`src/rtl/rr_grant_ctrl.sv`:
```
// rr_grant_ctrl: resource-side controller for a combinational round-robin arbiter.
// It drives the arbiter's one-hot base and latches one owner from the arbiter's
// one-hot grant. It then runs a valid/ready handshake with the shared resource
// and keeps ownership until the owner drops its request. On release, base moves
// to the position just after the owner.
//
// Ports:
//   clk        rising-edge clock
//   rst        asynchronous reset, active high
//   req        request vector (also feeds the arbiter)
//   grant_in   one-hot grant from the arbiter
//   base       one-hot base to the arbiter
//   owner      one-hot current owner, zero when idle
//   owner_idx  binary index of owner, zero when idle
//   busy       high while an owner is latched (GRANT/HOLD)
//   res_valid  request to the shared resource (GRANT only)
//   res_ready  resource accepts the owner
//   grant_err  one-cycle pulse on an illegal grant_in
//   timeout    one-cycle pulse on forced release
//
// Optional feature: define RRC_TIMEOUT_EN to bound HOLD to HOLD_LIMIT cycles.
// Without it, timeout is tied low and HOLD is unbounded.
module rr_grant_ctrl #(
  parameter int unsigned WIDTH      = 4,
  parameter int unsigned IDXW       = 2,
  parameter int unsigned HOLD_LIMIT = 16
) (
  input  logic             clk,
  input  logic             rst,
  input  logic [WIDTH-1:0] req,
  input  logic [WIDTH-1:0] grant_in,
  output logic [WIDTH-1:0] base,
  output logic [WIDTH-1:0] owner,
  output logic [IDXW-1:0]  owner_idx,
  output logic             busy,
  output logic             res_valid,
  input  logic             res_ready,
  output logic             grant_err,
  output logic             timeout
);

  if (WIDTH < 2 || IDXW != $clog2(WIDTH) || HOLD_LIMIT < 1) begin : g_param_check
    $error("rr_grant_ctrl: illegal parameter combination");
  end

  localparam logic [WIDTH-1:0] ONE = WIDTH'(1);

  typedef enum logic [1:0] {
    IDLE,
    GRANT,
    HOLD
  } state_t;

  state_t           state, state_n;
  logic [WIDTH-1:0] base_n, owner_n;
  logic [IDXW-1:0]  idx_n, grant_idx;
  logic             busy_n, rv_n, err_n;
  logic             grant_legal, owner_req, hold_expired;

  // The grant must be exactly one-hot and must only select a requester.
  assign grant_legal = (grant_in != '0) &&
                       ((grant_in & (grant_in - ONE)) == '0) &&
                       ((grant_in & ~req) == '0);

  assign owner_req = req[owner_idx];

  always_comb begin
    grant_idx = '0;
    for (int unsigned i = 0; i < WIDTH; i++) begin
      if (grant_in[i]) grant_idx = IDXW'(i);
    end
  end

`ifdef RRC_TIMEOUT_EN
  localparam int unsigned CW = $clog2(HOLD_LIMIT + 1);

  logic [CW-1:0] hold_cnt;

  assign hold_expired = (hold_cnt == CW'(HOLD_LIMIT - 1));

  always_ff @(posedge clk or posedge rst) begin
    if (rst) begin
      hold_cnt <= '0;
      timeout  <= 1'b0;
    end else begin
      if (state == GRANT) hold_cnt <= '0;
      else if (state == HOLD) hold_cnt <= hold_cnt + CW'(1);
      // A normal release in the same cycle wins, so timeout needs owner_req.
      timeout <= (state == HOLD) && owner_req && hold_expired;
    end
  end
`else
  assign hold_expired = 1'b0;
  assign timeout      = 1'b0;
`endif

  always_comb begin
    state_n = state;
    base_n  = base;
    owner_n = owner;
    idx_n   = owner_idx;
    busy_n  = busy;
    rv_n    = res_valid;
    err_n   = 1'b0;
    case (state)
      IDLE: begin
        if (req != '0) begin
          if (grant_legal) begin
            state_n = GRANT;
            owner_n = grant_in;
            idx_n   = grant_idx;
            busy_n  = 1'b1;
            rv_n    = 1'b1;
          end else begin
            err_n = 1'b1;
          end
        end
      end
      GRANT: begin
        // Acceptance takes priority over a same-cycle withdrawal.
        if (res_valid && res_ready) begin
          state_n = HOLD;
          rv_n    = 1'b0;
        end else if (!owner_req) begin
          state_n = IDLE;
          owner_n = '0;
          idx_n   = '0;
          busy_n  = 1'b0;
          rv_n    = 1'b0;
        end
      end
      HOLD: begin
        if (!owner_req || hold_expired) begin
          state_n = IDLE;
          base_n  = {owner[WIDTH-2:0], owner[WIDTH-1]};
          owner_n = '0;
          idx_n   = '0;
          busy_n  = 1'b0;
        end
      end
      default: begin
        state_n = IDLE;
        owner_n = '0;
        idx_n   = '0;
        busy_n  = 1'b0;
        rv_n    = 1'b0;
      end
    endcase
  end

  always_ff @(posedge clk or posedge rst) begin
    if (rst) begin
      state     <= IDLE;
      base      <= ONE;
      owner     <= '0;
      owner_idx <= '0;
      busy      <= 1'b0;
      res_valid <= 1'b0;
      grant_err <= 1'b0;
    end else begin
      state     <= state_n;
      base      <= base_n;
      owner     <= owner_n;
      owner_idx <= idx_n;
      busy      <= busy_n;
      res_valid <= rv_n;
      grant_err <= err_n;
    end
  end

endmodule

```
`config.mk`:
```
export PLATFORM = sky130hd
export DESIGN_NAME = rr_grant_ctrl
export DESIGN_NICKNAME = d
export VERILOG_FILES = /design/src/rtl/rr_grant_ctrl.sv
export SDC_FILE = /design/constraint.sdc
export NUM_CORES = 1
export LEC_CHECK = 0
export BUFFER_PORTS_ARGS = -buffer_cell sky130_fd_sc_hd__buf_2
export CAP_MARGIN = 20
export CORE_MARGIN = 4
export CORE_UTILIZATION = 54
export DETAILED_ROUTE_END_ITERATION = 8
export PLACE_DENSITY = 0.83
export SYNTH_ARGS = -nofsm -noshare
export SYNTH_HDL_FRONTEND = slang
export SYNTH_SLANG_ARGS = --single-unit
```
`constraint.sdc`:
```
create_clock -name clk -period 5.15 [get_ports clk]
set_clock_uncertainty 0.15 [all_clocks]
set_input_delay 1.03 -clock clk [delete_from_list [all_inputs] [get_ports clk]]
set_output_delay 1.03 -clock clk [all_outputs]
set_load 0.05 [all_outputs]
```
* After elaboration in Yosys (flattened, before gate mapping) *
Index checks and enable logic that the tools add are counted.

operators by class
  add/sub/neg operators = 1
  magnitude comparators = 1
  equality and inequality tests = 6
  mux-type cells = 31
  bitwise operators = 5
  reductions and logical operators = 12

operator list
  operator               number
  $mux W2                10
  $mux W4                4
  $pmux W2 S3            2
  $pmux W4 S3            1
  $mux W1                11
  $and A4 B4 Y4          2
  $logic_not A4 Y1       2
  $reduce_bool A4 Y1     2
  $ne A2 B2 Y1 const B   3
  $pmux W1 S3            2
  $not A4 Y4             1
  $reduce_and A2 Y1      2
  $reduce_and A4 Y1      1
  $sub A4 B1 Y4 const B  1
  $logic_and A1 B1 Y1    3
  $lt A2 B3 Y1 const B   1
  $ne A3 B3 Y1 const B   1
  $reduce_and A3 Y1      1
  $bmux W1 S2            1
  $eq A2 B1 Y1 const B   1
  $eq A2 B2 Y1 const B   1
  $logic_not A2 Y1       1
  $not A1 Y1             2

word-level totals
  register bits after elaboration = 15
  bits of input ports = 11
  output and inout port bits = 14
  word-level logic and storage cells = 63

* Depth between registers and ports, before layout *
Gate-level depths: netlist of run 1.

  depth in word-level cells = 8
  depth in mapped cells = 7
  depth with buffers taken out = 7

* Worst setup path before layout of run 1 *
No wires, ideal clock.

  path type = input to register
  start point = in req[3]
  end point = reg owner_idx[0]
  library setup time = 0.076 ns
  arrival = 2.047 ns
  required time = 4.924 ns
  path slack = 2.876 ns
  cell stages on the path = 5
  buffers on the path = 0
  cell sequence = mux4_2 -> nand2_2 -> nand2_4 -> or2_4 -> o21ai_1

between the ends
  longest elaborated chain between the ends = 6
  elaborated cells on any way between the ends = 13
  classes of those cells = eq/ne (2); mux (5); bitwise (2); reduce/logical (4)

RTL lines
  element                                                              RTL line  text
  start: declaration                                                   30        input logic [WIDTH-1:0] req,
  parallel branches: the longest is 6 deep, another holds $pmux W2 S3  n/a
  end signal: assignment                                               164       owner_idx <= idx_n;
  end: declaration                                                     34        output logic [IDXW-1:0] owner_idx,

Several ways; the timed one is not identified. The select of a mux whose other input is x is not followed.
A chain may end at the register's enable or synchronous reset.

* Worst setup path in the final report of run 1 *
  start point = in grant_in[3]
  end point = reg state[1]

between the ends
  longest elaborated chain between the ends = 7
  elaborated cells on any way between the ends = 10
  classes of those cells = add/sub (1); eq/ne (1); bitwise (2); reduce/logical (6)

RTL lines
  element                          RTL line  text
  start: declaration               31        input logic [WIDTH-1:0] grant_in,
  $sub A4 B1 Y4                    62        ((grant_in & (grant_in - ONE)) == '0) &&
  $and A4 B4 Y4                    62
  $logic_not A4 Y1                 62
  $logic_and A1 B1 Y1              61        assign grant_legal = (grant_in != '0) &&
  $logic_and A1 B1 Y1 (*)          62
  $ne A2 B2 Y1 (no line) (*)       n/a
  $reduce_and A2 Y1 (no line) (*)  n/a
  end signal: assignment           161       state <= state_n;
  end: declaration                 54        state_t state, state_n;

Mark *: on every way between the ends. The rest lies on a longest branch, timed or not.

==> impl_metrics.py, run 1 <==
metrics = {
    "critical_path": {
        "crit_fanout": 14,
        "required_ns": 5.18,
        "end_kind": "flip-flop",
        "r2r_start": "state[1]",
        "r2r_cells": 7,
        "path_class": "in -> reg",
        "cp.arrival_ns": 2.30,
        "start_kind": "primary input",
        "r2r-end": "busy",
        "r2r_slack_ns": 3.20,
    },
    "power": {
        "powerDensity_nw_per_um2": 588,
        "ir_drop_v": 0.000318,
        "p_leak_uw": 0.000527,
    },
    "final_layout": {
        "area_growth_syn_to_layout_pct": 16.5,
        "fin_cells": 131,
        "antenna_cells": 0,
        "nFillCells": 129,
        "fin_nets": 131,
        "postLayoutCoreUtil_pct": 67.8,
        "drive_above_1_share_pct": 31.3,
    },
    "timing": {
        "max_freq_mhz": 439,
        "worst_slack_ns": 2.87,
        "setup_viol": 0,
        "fin_tns_setup_ns": 0,
        "grt_setup_unrepaired": "false",
        "finalHoldViolCount": 0,
        "finalCritPeriodShare_pct": 44.2,
        "worst_pin_slew_ns": 0.597,
        "finalMaxSlewViolations": 0,
        "fin_crit_ns": 2.28,
        "whs_ns": 0.344,
        "slew_headroom_pct": 60.2,
    },
    "yosys": {
        "syn_area_um2": 887,
        "synth-compound-area-share_pct": 19.0,
        "synth-simple-area-share_pct": 17.3,
        "ys.flop_type": "dfrtp_1",
        "synth.most_common_cell": "dfrtp_1",
        "synthArstFlopShare_pct": 100,
        "synthAdderAreaFrac_pct": 5.64,
        "synth_xor_area_share_pct": 0,
        "yosys_warnings": 0,
        "synth_top_area_share_pct": 39.5,
        "synth.distinct_cells": 35,
        "synthMuxAreaShare_pct": 11.1,
        "synth_cells": 91,
        "yosys.area.top_type": "dfrtp_1",
        "synth.net_count": 106,
        "ys_top_cells_by_area": "dfrtp_1 (39%), o211ai_1 (5.9%), ha_1 (5.6%), nand2_1 (4.2%), o21ai_1 (3.9%)",
        "synth-seq-cells": 15,
        "ys_seq_area_share_pct": 42.5,
        "synth_top_family_by_area": "compound AO/OA/AOI/OAI gates",
        "avgSynthCellArea_um2": 9.75,
        "yosys-top-cells-count": "dfrtp_1 (14), nand2_1 (10), o211ai_1 (7), o21ai_1 (7), nor2_1 (6)",
        "synth_edf_count": 0,
    },
    "drt": {
        "viasPerCell": 6.07,
        "drt_iter0_drc": 21,
        "wl_um": 1980,
        "route.detailed.drc": 0,
        "vias": 795,
        "antenna_left": 0,
        "drtPass1Iterations": 4,
        "drt-wirelength-per-cell_um": 15.1,
    },
    "floorplan": {
        "die_w_um": 48.5,
        "num_io_pins": 25,
        "core_area_um2": 1520,
        "num_rows": 14,
        "initial_utilization_pct": 58.2,
        "die_y_um": 48.5,
        "fp.dieArea_um2": 2360,
    },
    "min_path": {
        "hold_end": "base[2]",
        "min_path_type": "reg -> reg",
        "hp-start": "base[2]",
        "worstHoldPathCells": 1,
    },
    "clock_network": {
        "cts-root-buf": "clkbuf_4",
        "clockBufferDepth": 2,
        "insertion_delay_ns": 0.30,
        "cts_tree": "built",
        "clock-sinks": 15,
        "cts_max_level": 1,
        "postCtsSetupBuffers": 0,
        "ctsHoldBuffers": 0,
        "cts_inserted_buffers": 3,
        "cts_resized": 0,
        "path_clk_slew_ns": 0.09,
    },
    "flow_run": {
        "maxCapViolations": 0,
    },
    "place": {
        "dp.final_hpwl_um": 1520,
        "port_buffers": 23,
        "dp.cells": 127,
        "pre_cts_slack_ns": 2.60,
        "gp_congestion": 0.912,
    },
    "global_route": {
        "antenna_found_initial": 0,
        "grt_max_degree": 16,
        "grt_overflow": 0,
        "grt_pass1_wl_um": 3370,
        "grt_pass1_vias": 751,
        "globalRouteTotalUtil_pct": 17.8,
    },
    "run_status": {
        "status": "complete, no violations",
    },
}
-- sequential cells by signal (all words and copies together) (netlist names) --
| signal | cells |
|---|---|
| base | 4 |
| owner | 4 |
| owner_idx | 2 |
| state | 2 |
| busy | 1 |
| grant_err | 1 |
| res_valid | 1 |
-- worst max-delay path by stage --
stage | slack (ns) | start | to | cells after the start
floorplan | 2.88 | req[3] | owner_idx[0] | 5
global placement | 2.67 | grant_in[3] | state[1] | 6
detailed placement | 2.60 | grant_in[3] | state[1] | 6
CTS | 2.87 | owner_idx[0] | owner_idx[0] | 1
global route | 2.77 | grant_in[3] | state[1] | 6
finish | 2.87 | grant_in[3] | state[1] | 6
-- kinds of logic after synthesis --
group | after synthesis
AO/OA/AOI/OAI | 25
adder cells (fa/ha/maj) | 4
buffers and inverters | 8
flip-flops | 15
multiplexers | 8
other | 1
AND/OR/NAND/NOR | 30
-- layout by cell type, fill, tap and decap left out, types with 2 or more instances in the layout --
cell type / n
ha_1: 4
o21ai_1: 7
and3_1: 2
a21oi_1: 2
mux2_1: 3
inv_1: 5
mux2_2: 2
nor3_1: 2
buf_2: 23
nand3b_1: 2
clkbuf_4: 3
o211ai_1: 7
o21ai_0: 3
dfrtp_1: 14
nor2_1: 6
mux2i_1: 2
nand2_1: 10
-- final cells by class --
cell class / instances / area (um^2) / area share (%)
Clock buffer: 3 / 22.5 / 2.18
Clock inverter: 1 / 5.00 / 0.484
Inverter: 5 / 18.8 / 1.82
Multi-Input combinational cell: 68 / 475 / 46.0
Sequential cell: 15 / 377 / 36.4
Tap cell: 16 / 20.0 / 1.94
Timing Repair Buffer: 23 / 115 / 11.1
-- worst max-delay path, stage by stage --
cell      delay [ns]
buf_2           0.12
nand3b_1        0.11
o21ai_1         0.07
a22oi_2         0.53
nand2_1         0.14
a32o_1          0.29
-- routing by layer --
metal	vias up	global-route usage, %	share of wire, %
li1	379	-	-
met4	0	6.73	2.0
met5	-	0	0
met1	376	24.2	44
met3	5	3.37	6.7
met2	35	28.0	47
-- report_power, final --
group	total [uW]	switching [uW]	internal [uW]	leakage [uW]
combinational	348	245	102	0.000313
clock	70.5	41.6	28.9	0.0000177
sequential	190	32.1	158	0.000196
-- through the flow --
step | power (uW) | cell area [um^2]
after floorplan | 459 | 887
after global placement | 528 | 1010
after detailed placement | 538 | 1010
after CTS | 608 | 1030
after global routing | 650 | 1030
final | 608 | 1030
(Power assumes the default switching activity.)
==> inputs of run 2 (changes only) <==
--- a/config.mk
+++ b/config.mk
@@ -8,9 +8,9 @@
 export BUFFER_PORTS_ARGS = -buffer_cell sky130_fd_sc_hd__buf_2
 export CAP_MARGIN = 20
 export CORE_MARGIN = 4
-export CORE_UTILIZATION = 54
+export CORE_UTILIZATION = 50
 export DETAILED_ROUTE_END_ITERATION = 8
-export PLACE_DENSITY = 0.83
+export PLACE_DENSITY = 0.78
 export SYNTH_ARGS = -nofsm -noshare
 export SYNTH_HDL_FRONTEND = slang
 export SYNTH_SLANG_ARGS = --single-unit
==> constraint.sdc (replaced) <==
create_clock -name clk -period 2.28 [get_ports clk]
set_clock_uncertainty 0.15 [all_clocks]
set_input_delay 0.456 -clock clk [delete_from_list [all_inputs] [get_ports clk]]
set_output_delay 0.456 -clock clk [all_outputs]
set_load 0.05 [all_outputs]
==> run 2 against run 1 <==
Final cell count up 6.9%. Sequential share of layout area is 0.61 points lower. First-iteration DRC count is the same. Global-route usage down 1.2 points. Utilization shrank 1.9 points. Combinational power grew 120%. Clock-buffer cell count unchanged. Worst hold slack worse by 0.29 ns. Via count shrank 2.5%. Register-to-register slack worse by 2.9 ns. Flip-flop and latch count unchanged. Largest cell class unchanged.
==> impl_metrics.py, run 2 (synthesis gave the netlist of run 1 again) <==
metrics = {
    "run_status": {
        "status": "complete, no violations",
    },
    "final_layout": {
        "reg.largest.list": "base: 4 flops, owner: 4 flops",
        "antenna_cells": 0,
        "fin_nets": 132,
        "drive_above_1_share_pct": 31.9,
        "final_cell_mix": "buf_2 (23), dfrtp_1 (14), nand2_1 (10)",
        "mostFrequentLayoutCell": "buf_2",
        "area_growth_syn_to_layout_pct": 18.5,
        "fin_cells": 140,
    },
    "timing": {
        "setup_viol": 0,
        "max_freq_mhz": 508,
        "fin_tns_setup_ns": 0,
        "finalCritPeriodShare_pct": 86.4,
        "finalMaxSlewViolations": 0,
        "whs_ns": 0.0521,
        "finalHoldViolCount": 0,
        "slew_headroom_pct": 63.9,
        "grt_setup_unrepaired": "false",
        "fin_crit_ns": 1.97,
        "worst_slack_ns": 0.310,
        "worst_pin_slew_ns": 0.541,
    },
    "critical_path": {
        "end_kind": "flip-flop",
        "r2r_slack_ns": 0.31,
        "r2r_start": "state[1]",
        "r2r-end": "busy",
        "crit_fanout": 4,
        "r2r_cells": 7,
        "start_kind": "flip-flop",
        "required_ns": 2.33,
        "cp.arrival_ns": 2.02,
        "path_class": "reg -> reg",
    },
    "place": {
        "pre_cts_slack_ns": 0.341,
        "dp.final_hpwl_um": 1490,
        "gp_congestion": 0.861,
        "dp.cells": 136,
        "port_buffers": 23,
    },
    "global_route": {
        "globalRouteTotalUtil_pct": 16.7,
        "grt_pass1_vias": 747,
        "grt_max_degree": 16,
        "grtUsageMet1_pct": 21.3,
        "grtUsageMet2_pct": 27.0,
        "grt.busiest_layer": "met2",
        "antenna_found_initial": 0,
        "grt_overflow": 0,
        "grt_pass1_wl_um": 3190,
        "use_met3_pct": 3.61,
    },
    "drt": {
        "drtPass1Iterations": 4,
        "route.detailed.drc": 0,
        "viasPerCell": 5.54,
        "wl_um": 1840,
        "antenna_left": 0,
        "drt_iter0_drc": 21,
        "vias": 775,
        "drt-wirelength-per-cell_um": 13.2,
    },
    "flow_run": {
        "maxCapViolations": 0,
    },
    "floorplan": {
        "die_w_um": 50.1,
        "num_io_pins": 25,
        "num_rows": 14,
        "initial_utilization_pct": 55.7,
        "die_y_um": 50.1,
        "fp.dieArea_um2": 2510,
        "core_area_um2": 1590,
    },
    "clock_network": {
        "insertion_delay_ns": 0.28,
        "cts_inserted_buffers": 3,
        "cts_tree": "built",
        "clockBufferDepth": 2,
        "cts_max_level": 1,
        "cts-root-buf": "clkbuf_4",
        "ctsHoldBuffers": 0,
        "cts_resized": 0,
        "path_clk_slew_ns": 0.09,
        "clock-sinks": 15,
        "postCtsSetupBuffers": 0,
    },
    "power": {
        "powerDensity_nw_per_um2": 1290,
        "ir_drop_v": 0.000927,
        "p_leak_uw": 0.000531,
        "total_power_uw": 1350,
    },
    "min_path": {
        "min_path_type": "in -> async",
    },
}
run 2: cell count changes in the layout (fill, tap and decap cells not counted):
cell,previous run,this run
buf_4,0,1
run 2: cell type report:
type / count / area (um^2)
clock inverter: 1 / 5.00
clock buffer: 3 / 22.5
fill: 141 / 543
timing repair buffer: 24 / 123
inverter: 5 / 18.8
sequential: 15 / 377
multi-input combinational: 68 / 475
tap: 24 / 30.0
run 2: metrics by stage:
step	instance area (um^2)	utilization, %
3_3_place_gp	1020	64.2
5_1_grt	1050	65.9
3_5_place_dp	1020	64.2
4_1_cts	1050	65.9
6_report	1050	65.9
2_1_floorplan	887	-
run 2: power breakdown:
group / internal, uW / switching (uW)
sequential: 357 / 75.6
clock: 65.1 / 82.4
combinational: 231 / 541
run 2: routing by layer:
metal	vias up	part of all wire (%)
li1	378	-
met1	360	47
met2	32	45
met3	5	6.6
met4	0	1.7
met5	-	0
run 2: critical path: stages (launching register included):
cell	delay, ns
dfrtp_1	0.42
inv_1	0.09
ha_1	0.22
and3_1	0.24
nor2_1	0.24
inv_1	0.08
or3_1	0.35
o211ai_1	0.09
run 2: worst max-delay path by stage:
stage | startpoint | end | cells past startpoint
6_report | state[1] | busy | 7
5_1_grt | state[1] | busy | 7
3_5_place_dp | req[3] | owner[1] | 6
2_1_floorplan | owner_idx[0] | owner_idx[0] | 5
4_1_cts | state[1] | busy | 7
3_3_place_gp | state[1] | busy | 7
==> inputs of run 3 (changes only) <==
--- a/config.mk
+++ b/config.mk
@@ -8,9 +8,9 @@
 export BUFFER_PORTS_ARGS = -buffer_cell sky130_fd_sc_hd__buf_2
 export CAP_MARGIN = 20
 export CORE_MARGIN = 4
-export CORE_UTILIZATION = 50
+export CORE_UTILIZATION = 35
 export DETAILED_ROUTE_END_ITERATION = 8
-export PLACE_DENSITY = 0.78
+export PLACE_DENSITY = 0.58
 export SYNTH_ARGS = -nofsm -noshare
 export SYNTH_HDL_FRONTEND = slang
 export SYNTH_SLANG_ARGS = --single-unit
==> run 3 against run 2 <==
Utilization fell by 20 points. Die area rose by 36%. Non-clock buffer count did not move. Global-route usage down 4.4 points. Critical path type unchanged.
==> impl_metrics.py, run 3 (synthesis gave the netlist of run 1 again) <==
metrics = {
    "power": {
        "pwr-share-seq_pct": 32.0,
        "ir_drop_v": 0.000538,
        "switching_share_pct": 51.9,
        "switchingPower_uw": 705,
        "p_leak_uw": 0.000531,
        "powerDensity_nw_per_um2": 1290,
        "internal-power_uw": 654,
        "clkPwrFrac_pct": 11.0,
        "p_comb_share_pct": 57.0,
    },
    "final_layout": {
        "area_growth_syn_to_layout_pct": 19.0,
        "fin_nets": 132,
        "drive_above_1_share_pct": 31.9,
        "nFillCells": 234,
        "mostFrequentLayoutCell": "buf_2",
        "reg.largest.list": "base: 4 flops, owner: 4 flops",
        "fin_area_um2": 1060,
        "antenna_cells": 0,
        "final_cell_mix": "buf_2 (23), dfrtp_1 (14), nand2_1 (10)",
    },
    "clock_network": {
        "path_clk_slew_ns": 0.09,
        "clockBufferDepth": 2,
        "cts_max_level": 1,
        "cts_tree": "built",
        "cts-root-buf": "clkbuf_4",
        "postCtsSetupBuffers": 0,
        "cts_inserted_buffers": 3,
        "cts_resized": 0,
        "clock-sinks": 15,
        "insertion_delay_ns": 0.28,
        "ctsHoldBuffers": 0,
    },
    "critical_path": {
        "crit_fanout": 4,
        "start_kind": "flip-flop",
        "r2r-end": "busy",
        "worstPathBufferInverterCount": 2,
        "worstPathCellList": "inv_1 -> ha_1 -> and3_1 -> nor2_1 -> inv_1 -> or3_1 -> o211ai_1",
        "cp.arrival_ns": 1.98,
        "r2r_start": "state[1]",
        "r2r_cells": 7,
        "end_kind": "flip-flop",
        "required_ns": 2.32,
        "timing.critical_path.mode_cell": "inv_1",
        "slowest_delay_ns": 0.42,
        "crit_family": "simple AND/OR/NAND/NOR gates",
        "path_class": "reg -> reg",
        "cp_slowest_cell": "dfrtp_1",
        "r2r_slack_ns": 0.35,
    },
    "timing": {
        "whs_ns": 0.0627,
        "finalHoldViolCount": 0,
        "fin_tns_setup_ns": 0,
        "slew_headroom_pct": 62.5,
        "finalCritPeriodShare_pct": 84.7,
        "fin_crit_ns": 1.93,
        "setup_viol": 0,
        "finalMaxSlewViolations": 0,
        "worst_pin_slew_ns": 0.561,
        "max_freq_mhz": 518,
        "grt_setup_unrepaired": "false",
    },
    "global_route": {
        "grt_overflow": 0,
        "globalRouteTotalUtil_pct": 12.3,
        "grt_pass1_wl_um": 3220,
        "antenna_found_initial": 0,
        "grt_pass1_vias": 721,
        "grt_max_degree": 16,
    },
    "floorplan": {
        "num_rows": 17,
        "die_w_um": 58.3,
        "die_y_um": 58.3,
        "initial_utilization_pct": 38.3,
        "core_area_um2": 2320,
        "num_io_pins": 25,
        "fp.dieArea_um2": 3400,
    },
    "place": {
        "dp.final_hpwl_um": 1580,
        "port_buffers": 23,
        "place_area_um2": 1030,
        "gp_congestion": 0.841,
    },
    "flow_run": {
        "maxCapViolations": 0,
    },
    "run_status": {
        "status": "complete, no violations",
    },
    "drt": {
        "viasPerCell": 5.58,
        "vias": 803,
        "wl_um": 1930,
        "drt-wirelength-per-cell_um": 13.4,
        "drt_iter0_drc": 12,
        "antenna_left": 0,
        "drtPass1Iterations": 4,
        "route.detailed.drc": 0,
    },
    "min_path": {
        "min_path_type": "in -> async",
    },
}
run 3: cell counts in the layout (fill, tap and decap cells not counted):
Identical to the previous run, type by type.
run 3: final cells by class:
cell class	count	area, um^2	area share [%]
repair buffers	24	123	11.6
clock inverters	1	5.00	0.474
clock buffers	3	22.5	2.13
multi-input cells	68	475	45.0
flip-flops and latches	15	377	35.7
well taps	28	35.0	3.32
inverters	5	18.8	1.78
run 3: through the flow:
stage               total power (uW)  setup WS (ns)  utilization (%)  std cells
floorplan                       1040          0.213                -         91
CTS                             1360          0.353             45.5        144
finish                          1360          0.348             45.5        144
global route                    1460          0.232             45.5        144
detailed placement              1220          0.350             44.4        140
global placement                1210          0.361             44.4        140
run 3: per-layer routing:
layer  routed length, um  up-vias  share of wire, %  global-route usage [%]
met5                   0        -                 0                       0
met4                  23        0               1.2                    4.30
met3                 145        5               7.5                    3.29
met2                 861       31                45                    19.6
met1                 896      385                46                    16.0
li1                    -      382                 -                       -
run 3: worst reg2reg max path: cells and delay by family, from the launching register on:
family	cells	cell delay, ns
flops	1	0.42
fa+ha+maj	1	0.21
buf+inv	2	0.16
compound gates	1	0.10
simple gates	3	0.80
run 3: power groups by stage:
stage	clock (uW)	combinational (uW)	sequential, uW
finish	150	774	434
global route	171	836	448
CTS	153	776	436
detailed placement	0	775	442
global placement	0	772	436
floorplan	0	341	695
run 3: how the worst max path moves through the flow:
stage | from | endpoint | slack (ns) | cells past startpoint
3_3_place_gp | state[1] | busy | 0.36 | 7
4_1_cts | state[1] | busy | 0.35 | 7
6_report | state[1] | busy | 0.35 | 7
2_1_floorplan | owner_idx[0] | owner_idx[0] | 0.21 | 5
5_1_grt | state[1] | busy | 0.23 | 7
3_5_place_dp | req[3] | owner_idx[0] | 0.35 | 6
